==> config.mk <==
export PLATFORM = sky130hd
export DESIGN_NAME = cvxif_result_scheduler_flat
export DESIGN_NICKNAME = d
export VERILOG_FILES = /design/src/rtl/cvxif_result_scheduler_if.sv /design/src/rtl/cvxif_result_scheduler.sv /design/src/flat_wrapper.sv
export SDC_FILE = /design/constraint.sdc
export NUM_CORES = 1
export LEC_CHECK = 0
export ABC_CLOCK_PERIOD_IN_PS = 4100
export BUFFER_PORTS_ARGS = -buffer_cell sky130_fd_sc_hd__buf_4
export CORE_MARGIN = 5
export CORE_UTILIZATION = 42
export CTS_CLUSTER_SIZE = 20
export DETAILED_ROUTE_END_ITERATION = 7
export GPL_ROUTABILITY_DRIVEN = 0
export PLACE_DENSITY = 0.6
export SLEW_MARGIN = 25
export SYNTH_ARGS = -nofsm -noshare
export SYNTH_HDL_FRONTEND = slang
export SYNTH_SLANG_ARGS = --single-unit
==> constraint.sdc <==
create_clock -name clk_i -period 4.1 [get_ports clk_i]
set_input_delay 0.615 -clock clk_i [delete_from_list [all_inputs] [get_ports clk_i]]
set_output_delay 0.615 -clock clk_i [all_outputs]
set_load 0.05 [all_outputs]
==> src/rtl/cvxif_result_scheduler_if.sv <==
// ALU-result, commit and CV-X-IF result signals for the result scheduler.
// "slave" is the scheduler side; "master" is the ALU/CPU side.
interface cvxif_result_scheduler_if #(
  parameter int unsigned XLEN        = 32,
  parameter int unsigned IdWidth     = 4,
  parameter int unsigned HartIdWidth = 1
);
  logic                   alu_valid_i;
  logic [HartIdWidth-1:0] alu_hartid_i;
  logic [IdWidth-1:0]     alu_id_i;
  logic [XLEN-1:0]        alu_data_i;
  logic [4:0]             alu_rd_i;
  logic                   alu_we_i;
  logic                   alu_ready_o;

  logic                   commit_valid_i;
  logic [IdWidth-1:0]     commit_id_i;
  logic                   commit_kill_i;

  logic                   result_valid_o;
  logic                   result_ready_i;
  logic [HartIdWidth-1:0] result_hartid_o;
  logic [IdWidth-1:0]     result_id_o;
  logic [XLEN-1:0]        result_data_o;
  logic [4:0]             result_rd_o;
  logic                   result_we_o;
  logic                   overflow_o;

  modport slave (
    input  alu_valid_i, alu_hartid_i, alu_id_i, alu_data_i, alu_rd_i, alu_we_i,
    output alu_ready_o,
    input  commit_valid_i, commit_id_i, commit_kill_i,
    output result_valid_o,
    input  result_ready_i,
    output result_hartid_o, result_id_o, result_data_o, result_rd_o, result_we_o,
    output overflow_o
  );

  modport master (
    output alu_valid_i, alu_hartid_i, alu_id_i, alu_data_i, alu_rd_i, alu_we_i,
    input  alu_ready_o,
    output commit_valid_i, commit_id_i, commit_kill_i,
    input  result_valid_o,
    output result_ready_i,
    input  result_hartid_o, result_id_o, result_data_o, result_rd_o, result_we_o,
    input  overflow_o
  );
endinterface

==> src/rtl/cvxif_result_scheduler.sv <==
// In-order result FIFO gated by a per-id commit/kill table; committed heads are
// offered on the CV-X-IF result port, killed heads are dropped.
module cvxif_result_scheduler #(
  parameter int unsigned Depth       = 4,
  parameter int unsigned XLEN        = 32,
  parameter int unsigned IdWidth     = 4,
  parameter int unsigned HartIdWidth = 1
) (
  input  logic                  clk_i,
  input  logic                  rst_i,
  cvxif_result_scheduler_if.slave bus
);
  localparam int unsigned PtrW   = $clog2(Depth);
  localparam int unsigned CntW   = PtrW + 1;
  localparam int unsigned NumIds = 2 ** IdWidth;

  typedef struct packed {
    logic [HartIdWidth-1:0] hartid;
    logic [IdWidth-1:0]     id;
    logic [XLEN-1:0]        data;
    logic [4:0]             rd;
    logic                   we;
  } entry_t;

  entry_t            mem [Depth];
  logic [PtrW-1:0]   wr_ptr, rd_ptr;
  logic [CntW-1:0]   count;
  logic [NumIds-1:0] cm, kl;
  logic              overflow_q;

  entry_t head, out_e;
  logic   empty, full, push, pop, head_cm, head_kl, commit_ok;

  assign empty   = (count == '0);
  assign full    = (count == CntW'(Depth));
  assign push    = bus.alu_valid_i && !full;
  assign head    = mem[rd_ptr];
  assign head_cm = cm[head.id];
  assign head_kl = kl[head.id];
  // A killed head drains without waiting for result_ready.
  assign pop     = !empty && (head_kl || (head_cm && bus.result_ready_i));
  // First commit/kill for an id wins; repeats are ignored until the id retires.
  assign commit_ok = bus.commit_valid_i && !cm[bus.commit_id_i] && !kl[bus.commit_id_i];
  assign out_e   = empty ? '0 : head;

  assign bus.alu_ready_o     = !full;
  assign bus.result_valid_o  = !empty && head_cm;
  assign bus.result_hartid_o = out_e.hartid;
  assign bus.result_id_o     = out_e.id;
  assign bus.result_data_o   = out_e.data;
  assign bus.result_rd_o     = out_e.rd;
  assign bus.result_we_o     = out_e.we;
  assign bus.overflow_o      = overflow_q;

  always_ff @(posedge clk_i) begin
    if (push) mem[wr_ptr] <= '{hartid: bus.alu_hartid_i, id: bus.alu_id_i,
                               data: bus.alu_data_i, rd: bus.alu_rd_i, we: bus.alu_we_i};
  end

  always_ff @(posedge clk_i) begin
    if (rst_i) begin
      wr_ptr     <= '0;
      rd_ptr     <= '0;
      count      <= '0;
      cm         <= '0;
      kl         <= '0;
      overflow_q <= 1'b0;
    end else begin
      if (push) wr_ptr <= wr_ptr + 1'b1;
      if (pop)  rd_ptr <= rd_ptr + 1'b1;
      unique case ({push, pop})
        2'b10:   count <= count + 1'b1;
        2'b01:   count <= count - 1'b1;
        default: ;
      endcase
      if (bus.alu_valid_i && full) overflow_q <= 1'b1;
      if (commit_ok) begin
        if (bus.commit_kill_i) kl[bus.commit_id_i] <= 1'b1;
        else                   cm[bus.commit_id_i] <= 1'b1;
      end
      // Retiring clear is ordered last so it beats a same-cycle commit.
      if (pop) begin
        cm[head.id] <= 1'b0;
        kl[head.id] <= 1'b0;
      end
    end
  end
endmodule

==> src/flat_wrapper.sv <==
// flat-port wrapper written by rule: the top's interface ports become plain ports
module cvxif_result_scheduler_flat 
#(
  parameter int unsigned Depth       = 4,
  parameter int unsigned XLEN        = 32,
  parameter int unsigned IdWidth     = 4,
  parameter int unsigned HartIdWidth = 1
)
  (clk_i, rst_i, bus_alu_valid_i, bus_alu_hartid_i, bus_alu_id_i, bus_alu_data_i, bus_alu_rd_i, bus_alu_we_i, bus_alu_ready_o, bus_commit_valid_i, bus_commit_id_i, bus_commit_kill_i, bus_result_valid_o, bus_result_ready_i, bus_result_hartid_o, bus_result_id_o, bus_result_data_o, bus_result_rd_o, bus_result_we_o, bus_overflow_o);
  cvxif_result_scheduler_if #(.XLEN(XLEN), .IdWidth(IdWidth), .HartIdWidth(HartIdWidth)) bus_i ();
  input  logic clk_i;
  input  logic rst_i;
  input wire logic [$bits(bus_i.alu_valid_i)-1:0] bus_alu_valid_i;
  input wire logic [$bits(bus_i.alu_hartid_i)-1:0] bus_alu_hartid_i;
  input wire logic [$bits(bus_i.alu_id_i)-1:0] bus_alu_id_i;
  input wire logic [$bits(bus_i.alu_data_i)-1:0] bus_alu_data_i;
  input wire logic [$bits(bus_i.alu_rd_i)-1:0] bus_alu_rd_i;
  input wire logic [$bits(bus_i.alu_we_i)-1:0] bus_alu_we_i;
  output wire logic [$bits(bus_i.alu_ready_o)-1:0] bus_alu_ready_o;
  input wire logic [$bits(bus_i.commit_valid_i)-1:0] bus_commit_valid_i;
  input wire logic [$bits(bus_i.commit_id_i)-1:0] bus_commit_id_i;
  input wire logic [$bits(bus_i.commit_kill_i)-1:0] bus_commit_kill_i;
  output wire logic [$bits(bus_i.result_valid_o)-1:0] bus_result_valid_o;
  input wire logic [$bits(bus_i.result_ready_i)-1:0] bus_result_ready_i;
  output wire logic [$bits(bus_i.result_hartid_o)-1:0] bus_result_hartid_o;
  output wire logic [$bits(bus_i.result_id_o)-1:0] bus_result_id_o;
  output wire logic [$bits(bus_i.result_data_o)-1:0] bus_result_data_o;
  output wire logic [$bits(bus_i.result_rd_o)-1:0] bus_result_rd_o;
  output wire logic [$bits(bus_i.result_we_o)-1:0] bus_result_we_o;
  output wire logic [$bits(bus_i.overflow_o)-1:0] bus_overflow_o;
  assign bus_i.alu_valid_i = bus_alu_valid_i;
  assign bus_i.alu_hartid_i = bus_alu_hartid_i;
  assign bus_i.alu_id_i = bus_alu_id_i;
  assign bus_i.alu_data_i = bus_alu_data_i;
  assign bus_i.alu_rd_i = bus_alu_rd_i;
  assign bus_i.alu_we_i = bus_alu_we_i;
  assign bus_alu_ready_o = bus_i.alu_ready_o;
  assign bus_i.commit_valid_i = bus_commit_valid_i;
  assign bus_i.commit_id_i = bus_commit_id_i;
  assign bus_i.commit_kill_i = bus_commit_kill_i;
  assign bus_result_valid_o = bus_i.result_valid_o;
  assign bus_i.result_ready_i = bus_result_ready_i;
  assign bus_result_hartid_o = bus_i.result_hartid_o;
  assign bus_result_id_o = bus_i.result_id_o;
  assign bus_result_data_o = bus_i.result_data_o;
  assign bus_result_rd_o = bus_i.result_rd_o;
  assign bus_result_we_o = bus_i.result_we_o;
  assign bus_overflow_o = bus_i.overflow_o;
  cvxif_result_scheduler #(.Depth(Depth), .XLEN(XLEN), .IdWidth(IdWidth), .HartIdWidth(HartIdWidth)) u_core (.clk_i(clk_i), .rst_i(rst_i), .bus(bus_i));
endmodule
==> impl_metrics.tcl <==
set metrics [dict create \
    status "complete, no violations" \
    internal_power_w 0.00463 \
    cp.required_ns 3.48 \
    layout.nets 698 \
    clk_path_buf_depth 3 \
    vias_per_cell 5.41 \
    finalWorstSetupSlack_ns 0.479 \
    cpMostUsedCell "nor2_1" \
    p_per_area_nw_per_um2 688 \
    yosysWarnings 0 \
    antenna_found_initial 1 \
    setup_viol 0 \
    synthesis.area_um2 8860 \
    dr_wl_met2_um 9600 \
    seqPwrFrac_pct 35.9 \
    grtUsageTotal_pct 15.7 \
    cts_resized 0 \
    grt_max_degree 46 \
    drtIter0Drc 245 \
    met1_length_um 7670 \
    synth-edff-count 172 \
    dr.pass1.iters 4 \
    grt_overflow 0 \
    fin_tns_setup_ns 0 \
    tightest_slew_ns 1.02 \
    reg2reg_slack_ns 0.48 \
    initial_core_util_pct 42.4 \
    fin_crit_sh_pct 88.3 \
    cp.arrival_ns 3.01 \
    routed_wirelength_um 18900 \
    ff2ff_path_depth 12 \
    crit_family "multiplexers" \
    path_class "reg -> out" \
    die-width_um 155 \
    cts-htree-levels 1 \
    slew_headroom_pct 32.3 \
    rows 53 \
    syn_avg_cell_area_um2 16.5 \
    rsz0062_at_grt "false" \
    final_cell_area_um2 10600 \
    cp-start-kind "flop" \
    grt_pass1_vias 5453 \
    hold_start "bus_alu_data_i[2]" \
    syn-num-nets 597 \
    fin_crit_ns 3.62 \
    cts_buffers 24 \
    hold_violations 0 \
    wl_met3_um 1300 \
    hold_ws_ns 0.292 \
    ys_types 41 \
    endpoint_kind "primary output" \
    crit_cells 7 \
    drive_gt1_share_pct 33.3 \
    port_buffers 98 \
    hp-class "in -> reg" \
    critPathMaxFanout 21 \
    clock_power_share_pct 28.4 \
    cts_root_buffer "clkbuf_16" \
    slowest_stage "mux4_2" \
    whs_path_depth 1 \
    ant_nets 0 \
    clock_sinks 214 \
    min_to "u_core.mem[0][8]$_DFFE_PP_" \
    place_ws_ns 0.447 \
    drc 0 \
    power_switching_share_pct 36.8 \
    finClkSkew_ns 0.0251 \
    clk_latency_ns 0.52 \
    io_pins 99 \
    netlist_instances 538 \
    top_layer "met5" \
    finalMaxSlewViolations 0 \
    cts_tree "built" \
    dp_hpwl_um 12300 \
    area_growth_pct 20.2 \
    core_area_um2 20900 \
    comb_power_share_pct 35.7 \
    die_height_um 155 \
    routedWlPerCell_um 20.3 \
    cts.clk_slew.worst_paths_ns 0.06 \
    path_cells "mux4_2, mux2_1, o22ai_1, nor2_1, o21ai_0, nor2_1, buf_4" \
    slowest_delay_ns 0.80 \
    r2r_end "u_core.count[2]$_SDFFE_PP0P_" \
    holdBufCountCts 0 \
    peakVddDrop_uv 518 \
    p_leak_nw 3.56 \
    placed_area_um2 9860 \
    cts_setup_buffers 0 \
    finish.utilization_pct 51.0 \
    switchingPower_w 0.00270 \
    path_buf_inv 1 \
    grt_pass1_wl_um 30000 \
    die_area_um2 24100 \
    vias 5041 \
    ys_seq_area_share_pct 67.8 \
    synth-seq-cells 214 \
    synthFlopType "edfxtp_1" \
    maxCapViolations 0 \
    fmax_mhz 276 \
    synthArstFlopShare_pct 0 \
]
-- cells in the mapped netlist, drive strengths merged (4+ instances only) --
cell	instances	area (um^2)
edfxtp	172	5160
nor2b	50	313
mux4	45	1010
dfxtp	42	841
nor2	41	154
a21oi	39	206
clkbuf	20	75.1
a211oi	18	195
a311oi	16	165
buf	12	85.1
mux2	11	131
mux2i	9	90.1
nand2b	8	50.1
o22ai	8	50.1
nor3	7	40.0
inv	6	22.5
nand2	6	22.5
ha	5	62.6
and3	4	25.0
o21ai	4	20.0
-- kinds of logic (layout without fill, tap and decap cells) --
family                     Yosys count  count (layout)  share of synthesized area, %
DFF                                214             214                          67.8
xor gates and xnor gates             3               3                         0.297
and+or+nand+nor                    122             122                          7.26
muxes                               65              65                          13.9
AOI/OAI and AO/OA                   90              90                          7.71
buffers and inverters               38             155                          2.06
other                                0               1                             0
adders and majority gates            6               6                         0.932
-- through the flow --
stage               std cells  total power, W
floorplan                 538         0.00453
global placement          888         0.00529
detailed placement        888         0.00532
CTS                       930         0.00742
global route              930         0.00764
finish                    931         0.00732
-- layer usage --
layer | vias up | GRT usage [%]
li1 | 2313 | -
met4 | 2 | 3.13
met5 | - | 0
met1 | 2538 | 19.7
met3 | 32 | 4.31
met2 | 156 | 27.6
-- layout by cell type, fill, tap and decap left out, types with 2 or more instances in the layout --
cell type / n
edfxtp_1: 172
buf_4: 107
nor2b_1: 50
mux4_2: 45
nor2_1: 41
dfxtp_1: 40
a21oi_1: 38
clkbuf_16: 24
a311oi_1: 12
a211oi_2: 12
mux2i_1: 9
nand2b_1: 8
o22ai_1: 8
inv_1: 6
nand2_1: 6
mux2_1: 6
nor3_1: 6
a211oi_1: 6
ha_1: 5
clkinv_2: 5
and3_2: 4
a311oi_2: 4
clkinv_1: 4
clkbuf_1: 4
o21ai_0: 3
mux2_2: 3
bufinv_16: 3
or2_2: 2
mux2_4: 2
and2_1: 2
xor2_1: 2
-- worst max path at each step --
stage,from,endpoint,slack [ns]
after floorplan,flop,u_core.count[2]$_SDFFE_PP0P_,0.67
after detailed placement,flop,u_core.count[2]$_SDFFE_PP0P_,0.45
after global placement,flop,u_core.count[2]$_SDFFE_PP0P_,0.56
after global routing,flop,u_core.count[2]$_SDFFE_PP0P_,0.29
final,flop,bus_result_valid_o,0.48
after CTS,flop,u_core.count[2]$_SDFFE_PP0P_,0.43
-- power groups by stage --
stage	Clock [W]	Sequential [W]	Combinational (W)
2_1_floorplan	0	0.00263	0.00190
3_3_place_gp	0	0.00266	0.00263
3_5_place_dp	0	0.00267	0.00264
4_1_cts	0.00213	0.00263	0.00266
5_1_grt	0.00222	0.00265	0.00277
6_report	0.00208	0.00263	0.00262
-- worst register-to-register path: stages (launching register included) --
cell      delay, ns
dfxtp_4        0.52
mux4_2         0.80
mux2_1         0.32
o22ai_1        0.08
o21ai_1        0.19
o211ai_2       0.16
a21oi_4        0.18
ha_1           0.19
inv_1          0.07
fa_1           0.43
xor2_1         0.16
or3_1          0.31
a21oi_1        0.14
-- final cells by class --
class                           instances  area [um^2]
Fill cell                            1736        10200
Sequential cell                       214         6010
Multi-Input combinational cell        286         2680
Timing Repair Buffer                  107          803
Clock buffer                           28          616
Tap cell                              275          344
Clock inverter                         14          168
Inverter                                6         22.5
Antenna cell                            1         2.50
-- state kept, by name (all words and copies together) (netlist names), named ones only --
| name | count |
|---|---|
| u_core.kl | 16 |
| u_core.cm | 16 |
| u_core.bus.overflow_o | 1 |
| u_core.rd_ptr | 2 |
| u_core.wr_ptr | 2 |
| u_core.count | 3 |
| u_core.mem | 172 |
Power figures use the tool's default switching activity.
